--- src/rtl/fifo_ptr_ctrl.sv ---
// Pointer, occupancy and status controller for a FIFO memory of arbitrary depth.
// Drives the memory enables and addresses and the flow-control and sticky error flags.
module fifo_ptr_ctrl #(
  parameter int MEM_SIZE = 4,
  parameter int PTR_L    = 2,
  parameter int AF_TH    = 3,
  parameter int AE_TH    = 1
) (
  input  logic             clk,
  input  logic             reset,
  input  logic             fifo_wr,
  input  logic             fifo_rd,
  input  logic             err_clr,
  output logic             push,
  output logic             pop,
  output logic [PTR_L-1:0] wr_ptr,
  output logic [PTR_L-1:0] rd_ptr,
  output logic [PTR_L:0]   count,
  output logic             fifo_full,
  output logic             fifo_empty,
  output logic             almost_full,
  output logic             almost_empty,
  output logic             overflow_err,
  output logic             underflow_err
);

  localparam int CW = PTR_L + 1;
  localparam logic [PTR_L-1:0] LAST_PTR = PTR_L'(MEM_SIZE - 1);
  localparam logic [CW-1:0]    FULL_CNT = CW'(MEM_SIZE);

  logic ovf_set;
  logic unf_set;

  // Handshake: fifo_wr/fifo_rd are requests; push/pop are the same-cycle grants.
  // A request is transferred only on a cycle where its grant is high; an
  // ungranted request has no effect other than possibly setting an error flag.
  assign push = !reset && fifo_wr && (!fifo_full || fifo_rd);
  assign pop  = !reset && fifo_rd && !fifo_empty;

  assign ovf_set = fifo_wr && fifo_full && !fifo_rd;
  assign unf_set = fifo_rd && fifo_empty;

  assign fifo_full    = (count == FULL_CNT);
  assign fifo_empty   = (count == '0);
  assign almost_full  = (count >= CW'(AF_TH));
  assign almost_empty = (count <= CW'(AE_TH));

  // Pointers wrap explicitly at MEM_SIZE-1 so non power-of-two depths work.
  always_ff @(posedge clk) begin
    if (reset) begin
      wr_ptr <= '0;
      rd_ptr <= '0;
    end else begin
      if (push) wr_ptr <= (wr_ptr == LAST_PTR) ? '0 : wr_ptr + 1'b1;
      if (pop)  rd_ptr <= (rd_ptr == LAST_PTR) ? '0 : rd_ptr + 1'b1;
    end
  end

  always_ff @(posedge clk) begin
    if (reset) begin
      count <= '0;
    end else begin
      case ({push, pop})
        2'b10:   count <= count + 1'b1;
        2'b01:   count <= count - 1'b1;
        default: count <= count;
      endcase
    end
  end

  // A fresh error takes priority over a simultaneous clear.
  always_ff @(posedge clk) begin
    if (reset) begin
      overflow_err  <= 1'b0;
      underflow_err <= 1'b0;
    end else begin
      if (ovf_set)      overflow_err <= 1'b1;
      else if (err_clr) overflow_err <= 1'b0;
      if (unf_set)      underflow_err <= 1'b1;
      else if (err_clr) underflow_err <= 1'b0;
    end
  end

endmodule

--- config.mk ---
export PLATFORM = sky130hd
export DESIGN_NAME = fifo_ptr_ctrl
export DESIGN_NICKNAME = d
export VERILOG_FILES = /design/src/rtl/fifo_ptr_ctrl.sv
export SDC_FILE = /design/constraint.sdc
export NUM_CORES = 1
export LEC_CHECK = 0
export CORE_MARGIN = 8
export CORE_UTILIZATION = 30
export DETAILED_ROUTE_END_ITERATION = 7
export MAX_ROUTING_LAYER = met4
export PLACE_DENSITY_LB_ADDON = 0.05
export SYNTH_ARGS = -nofsm -noshare
export SYNTH_HDL_FRONTEND = slang
export SYNTH_SLANG_ARGS = --single-unit
--- constraint.sdc ---
create_clock -name clk -period 2.6 [get_ports clk]
set_input_delay 0.52 -clock clk [delete_from_list [all_inputs] [get_ports clk]]
set_output_delay 0.52 -clock clk [all_outputs]
set_load 0.01 [all_outputs]
==> results.ini, run 1 <==
[routing]
wl_per_cell_um=11.0
vias=496
route.antenna.remaining_nets=0
via_per_inst=4.39
drtIter0Drc=7
drc=0
wl_um=1240
dr.pass1.iters=2

[global_routing]
grt_usage_pct=8.55
grt_pass1_vias=505
grt_pass1_wl_um=2170
gr-total-overflow=0
grt_max_degree=10
antenna_found_initial=0

[logic_synthesis]
synthCells=62
synth_seq_area_share_pct=33.8
post_synth_instance_area_um2=533
synth_edf_count=0
synth_top_flop_cell=dfxtp_1
synth.distinct_cells=25
synthesis.nets=75
synth_common_cells=dfxtp_1 (9), ha_1 (8), nor2_1 (7)
synth.most_common_cell=dfxtp_1
synthTopCellsByArea=dfxtp_1 (34%), ha_1 (19%), a21oi_1 (5.6%), nor2_1 (4.9%), inv_1 (3.5%)
synth_seq_cells=9
async_reset_ff_share_pct=0
synth_top_cell_by_area=dfxtp_1
ys.warnings.count=0
syn_avg_cell_area_um2=8.60
synth_top_area_share_pct=33.8

[cts]
clkLatencyLatePin_ns=0.26
numClockSinks=9
numCtsBuffers=3
cts_tree=done
cts-root-buf=clkbuf_4
cts.path.max_buffers=2
cts_hold_buf=0
path_clk_slew_ns=0.06
htree_levels=1

[setup_path]
startpoint=fifo_rd
endpoint=push
reg2reg_slack_ns=0.54
arrival_ns=1.86
crit_fanout=4
critPathCaptureType=primary output
criticalPathCategory=in -> out
r2r-end=count[2]
cp-start-kind=input port
rr_worst_depth=8
timing.rr.start=count[0]
cp.required_ns=2.08

[layout]
antennaDiodeCount=0
layout.nets=102
syn_to_final_growth_pct=53.3
drive_above_1_share_pct=14.8

[power]
report.power.total_mw=0.477
p_per_area_mw_per_mm2=584
p_leak_nw=0.361
ir_drop_mv=0.257

[sta]
setup_viol=0
slew_viol_final=0
finalClockSkew_ns=0.000119
finalHoldViolCount=0
fin_crit_sh_pct=91.6
relSlewSlack_pct=83.8
rsz0062_at_grt=no
setup_tns_ns=0
period_minus_slack_ns=2.38
max_freq_mhz=420
worst_pin_slew_ns=0.243

[floorplan]
ios=20
core_mm2=0.00171
fp.dieW_um=58.2
die_y_um=58.2
die_area_mm2=0.00338
rows=15
initial_utilization_pct=31.2

[place]
numPortBuffers=19
hpwl_um=1010
gp_congestion=0.790

[hold_path]
hold_class=reg -> reg

[run_status]
outcome=finished clean

[run]
maxCapViolations=0

-- placed cells by master (no fill, tap or decap), drive strengths merged --
master          n
clkdlybuf4s50  18
dfxtp           9
ha              8
nor2            7
a21oi           6
inv             6
buf             4
clkbuf          4
o21ai           4
nand2b          3
nor2b           3
xor2            2
nor3            2
or2             2
nand2           1
or4             1
mux2            1
a211oi          1
mux2i           1
nand3b          1
a31oi           1
o32ai           1
nand4           1
dlymetal6s2s    1
-- stage by stage --
| step | util (%) | setup slack, ns | instances | hold slack, ns | instance area (um2) |
|---|---|---|---|---|---|
| 2_1_floorplan | - | 0.446 | 62 | 0.489 | 533 |
| 3_3_place_gp | 45.7 | 0.198 | 109 | 0.458 | 781 |
| 3_5_place_dp | 45.7 | 0.153 | 109 | 0.470 | 781 |
| 4_1_cts | 47.5 | 0.0819 | 113 | 0.477 | 812 |
| 5_1_grt | 47.8 | 0.0285 | 113 | 0.498 | 817 |
| 6_report | 47.8 | 0.219 | 113 | 0.469 | 817 |
-- cell families (layout without fill, tap and decap cells) --
kind of cell	after synthesis	after routing	share of synthesized area, %
adders and majority gates	8	8	18.8
xor gates and xnor gates	2	2	3.29
DFF	9	9	33.8
muxes	2	2	3.99
buffers and inverters	7	33	4.93
and+or+nand+nor	21	21	20.9
AOI/OAI and AO/OA	13	13	14.3
-- worst max-delay path, stage by stage --
cell	delay [ns]
clkdlybuf4s50_1	0.43
buf_4	0.16
o21ai_2	0.21
nor2_1	0.06
clkdlybuf4s50_1	0.48
-- report_power, final --
| part | internal (mW) | leakage [nW] | total, mW | switching (mW) |
|---|---|---|---|---|
| Combinational | 0.108 | 0.272 | 0.197 | 0.0893 |
| Sequential | 0.154 | 0.0738 | 0.169 | 0.0151 |
| Clock | 0.0593 | 0.0150 | 0.110 | 0.0512 |
| Total | 0.321 | 0.361 | 0.477 | 0.156 |
-- metal layers --
metal / GRT usage (%) / share of wire, % / vias to the layer above
li1: - / - / 266
met2: 13.4 / 46 / 11
met1: 8.78 / 45 / 217
met3: 5.52 / 8.3 / 2
met4: 2.10 / 0.32 / 0
met5: - / 0 / -
-- layout make-up --
cell class | count | area, um2
timing repair buffer | 23 | 223
fill | 170 | 891
clock buffer | 4 | 26.3
sequential | 9 | 180
tap | 25 | 31.3
multi-input combinational | 46 | 334
inverter | 6 | 22.5
-- flip-flops by register name (all words and copies together) (netlist names) --
register,count
count,3
overflow_err,1
rd_ptr,2
underflow_err,1
wr_ptr,2
-- worst min-delay path by stage --
stage | start | endpoint | slack (ns) | cells after the start
detailed placement | overflow_err | overflow_err | 0.47 | 2
global placement | overflow_err | overflow_err | 0.46 | 2
finish | overflow_err | overflow_err | 0.47 | 2
global route | overflow_err | overflow_err | 0.50 | 2
CTS | overflow_err | overflow_err | 0.48 | 2
floorplan | overflow_err | overflow_err | 0.49 | 2
-- what timing repair did --
item | 4_1_cts | 5_1_grt
buffers inserted | 0 | 0
setup endpoints to repair | 1 | 2
resized for setup | 1 | 2
Power figures use the tool's default switching activity.
==> inputs of run 2 (changes only) <==
SETUP_SLACK_MARGIN = 0.1   (was default)
==> run 2 against run 1 <==
Net effect: clock skew hardly changed; combinational power hardly changed; maximum frequency is 1.5% higher; routed wire length is 0.97% higher; highest routed layer unchanged; worst setup slack better by 0.035 ns; critical path type is now reg -> out; clock power hardly changed; flip-flop and latch count stayed put.
==> results.ini, run 2 (synthesis results as in run 1) <==
[run_status]
outcome=finished clean  ; unchanged

[global_routing]
grt_pass1_vias=505  ; unchanged
antenna_found_initial=0  ; unchanged
gr-total-overflow=0  ; unchanged
grt_max_degree=10  ; unchanged
grt_pass1_wl_um=2170  ; unchanged
grt_usage_pct=8.55  ; unchanged

[sta]
relSlewSlack_pct=83.5  ; was 83.8%
fin_crit_sh_pct=90.2  ; was 91.6%
period_minus_slack_ns=2.35  ; was 2.38 ns
slew_viol_final=0  ; unchanged
finalHoldViolCount=0  ; unchanged
setup_viol=0  ; unchanged
worst_pin_slew_ns=0.247  ; was 0.243 ns
holdWs_ns=0.469  ; about the same
max_freq_mhz=426  ; was 420 MHz
rsz0062_at_grt=no  ; unchanged
finalClockSkew_ns=0.000160  ; was 0.000119 ns
setup_tns_ns=0  ; unchanged

[place]
hpwl_um=1010  ; unchanged
gp_congestion=0.790  ; unchanged
numPortBuffers=19  ; unchanged
placedCellCount=109  ; unchanged

[layout]
final_cell_mix=clkdlybuf4s50_1 (17), ha_1 (8), dfxtp_1 (8), nor2_1 (7), a21oi_1 (6)  ; was clkdlybuf4s50_1 (18), dfxtp_1 (9), ha_1 (8), nor2_1 (7), a21oi_1 (6)
layout.nets=102  ; unchanged
reg.largest.list=count (3), rd_ptr (2), wr_ptr (2)  ; unchanged
drive_above_1_share_pct=15.9  ; was 14.8%
fin_cells=113  ; unchanged
multiInputGateArea_um2=342  ; was 334 um2
nFillCells=169  ; was 170
largest_reg_flops=3  ; unchanged
seq_area_um2=181  ; was 180 um2
mostFrequentLayoutCell=clkdlybuf4s50_1  ; unchanged
antennaDiodeCount=0  ; unchanged
syn_to_final_growth_pct=55.4  ; was 53.3%
regMostFlops=count  ; unchanged

[setup_path]
cp.required_ns=2.08  ; about the same
critPathCaptureType=primary output  ; unchanged
crit_fanout=7  ; was 4
arrival_ns=1.83  ; was 1.86 ns
criticalPathCategory=reg -> out  ; was in -> out
cp-start-kind=flop  ; was input port

[cts]
htree_levels=1  ; unchanged
clkLatencyLatePin_ns=0.26  ; about the same
postCtsSetupRepairBufs=0  ; unchanged
cts_tree=done  ; unchanged
numCtsBuffers=3  ; unchanged
path_clk_slew_ns=0.06  ; about the same
cts-root-buf=clkbuf_4  ; unchanged
cts.path.max_buffers=2  ; unchanged
numClockSinks=9  ; unchanged

[floorplan]
die_area_mm2=0.00338  ; unchanged
initial_utilization_pct=31.2  ; unchanged
core_mm2=0.00171  ; unchanged
ios=20  ; unchanged
die_y_um=58.2  ; unchanged
fp.dieW_um=58.2  ; unchanged
rows=15  ; unchanged

[routing]
drc=0  ; unchanged
wl_per_cell_um=11.1  ; was 11.0 um
drtIter0Drc=8  ; was 7
route.antenna.remaining_nets=0  ; unchanged
dr.pass1.iters=2  ; unchanged
vias=497  ; was 496
via_per_inst=4.40  ; was 4.39
wl_um=1250  ; was 1240 um

[power]
p_per_area_mw_per_mm2=578  ; was 584 mW/mm2
ir_drop_mv=0.257  ; about the same
p_leak_nw=0.376  ; was 0.361 nW
report.power.total_mw=0.479  ; was 0.477 mW

[hold_path]
hold_class=reg -> reg  ; unchanged

[run]
maxCapViolations=0  ; unchanged

## run 2: cell count changes in the layout (fill, tap and decap cells not counted)
cell | before | now
clkdlybuf4s50_1 | 18 | 17
dfxtp_1 | 9 | 8
dfxtp_2 | 0 | 1
dlymetal6s2s_1 | 1 | 2
o21ai_2 | 1 | 0
o21ai_4 | 0 | 1
## run 2: per-stage QoR
| step | area, um2 | util, % | setup slack, ns |
|---|---|---|---|
| 6_report | 828 | 48.5 | 0.254 |
| 5_1_grt | 828 | 48.5 | 0.113 |
| 4_1_cts | 813 | 47.6 | 0.118 |
| 3_5_place_dp | 781 | 45.7 | 0.153 |
| 3_3_place_gp | 781 | 45.7 | 0.198 |
| 2_1_floorplan | 533 | - | 0.446 |
## run 2: power by group
group	switching, mW	internal [mW]
logic	0.0903	0.108
registers	0.0151	0.155
clock network	0.0513	0.0593
## run 2: worst paths after layout
check	from	endpoint	slack [ns]	cells after the start
hold reg to reg	overflow_err	overflow_err	0.47	2
hold / removal	overflow_err	overflow_err	0.47	2
setup reg to reg	count[1]	count[2]	0.57	8
setup / recovery	count[1]	fifo_empty	0.25	4
## run 2: area by class of cell
type	instances	share of cell area [%]
clock buffers	4	3.17
inverters	6	2.72
multi-input cells	46	41.2
flip-flops and latches	9	21.9
well taps	25	3.78
repair buffers	23	27.2
## run 2: critical path, stage by stage, from the launching register on
cell,delay [ns]
dfxtp_1,0.33
inv_1,0.15
ha_1,0.21
nor2b_2,0.28
clkdlybuf4s50_1,0.59
## run 2: per-layer routing
layer / vias to the layer above / GRT usage, % / routed length [um]
met4: 0 / 2.10 / 4
met2: 11 / 13.4 / 571
met5: - / - / 0
met1: 218 / 8.78 / 573
li1: 266 / - / -
met3: 2 / 5.52 / 103
## run 2: repair_timing
action                                  in CTS  in global routing
hold buffers                                 0                  0
hold endpoints to repair                     0                  0
gates cloned                                 0                  0
endpoints found under the setup margin       1                  3
pin swaps                                    0                  0
gates resized for setup                      2                  4
==> inputs of run 3 (changes only) <==
ABC_CLOCK_PERIOD_IN_PS = 2600   (was default)
==> results of run 3 <==
Same layout as run 2: the final DEF is identical, and so are final timing and power.
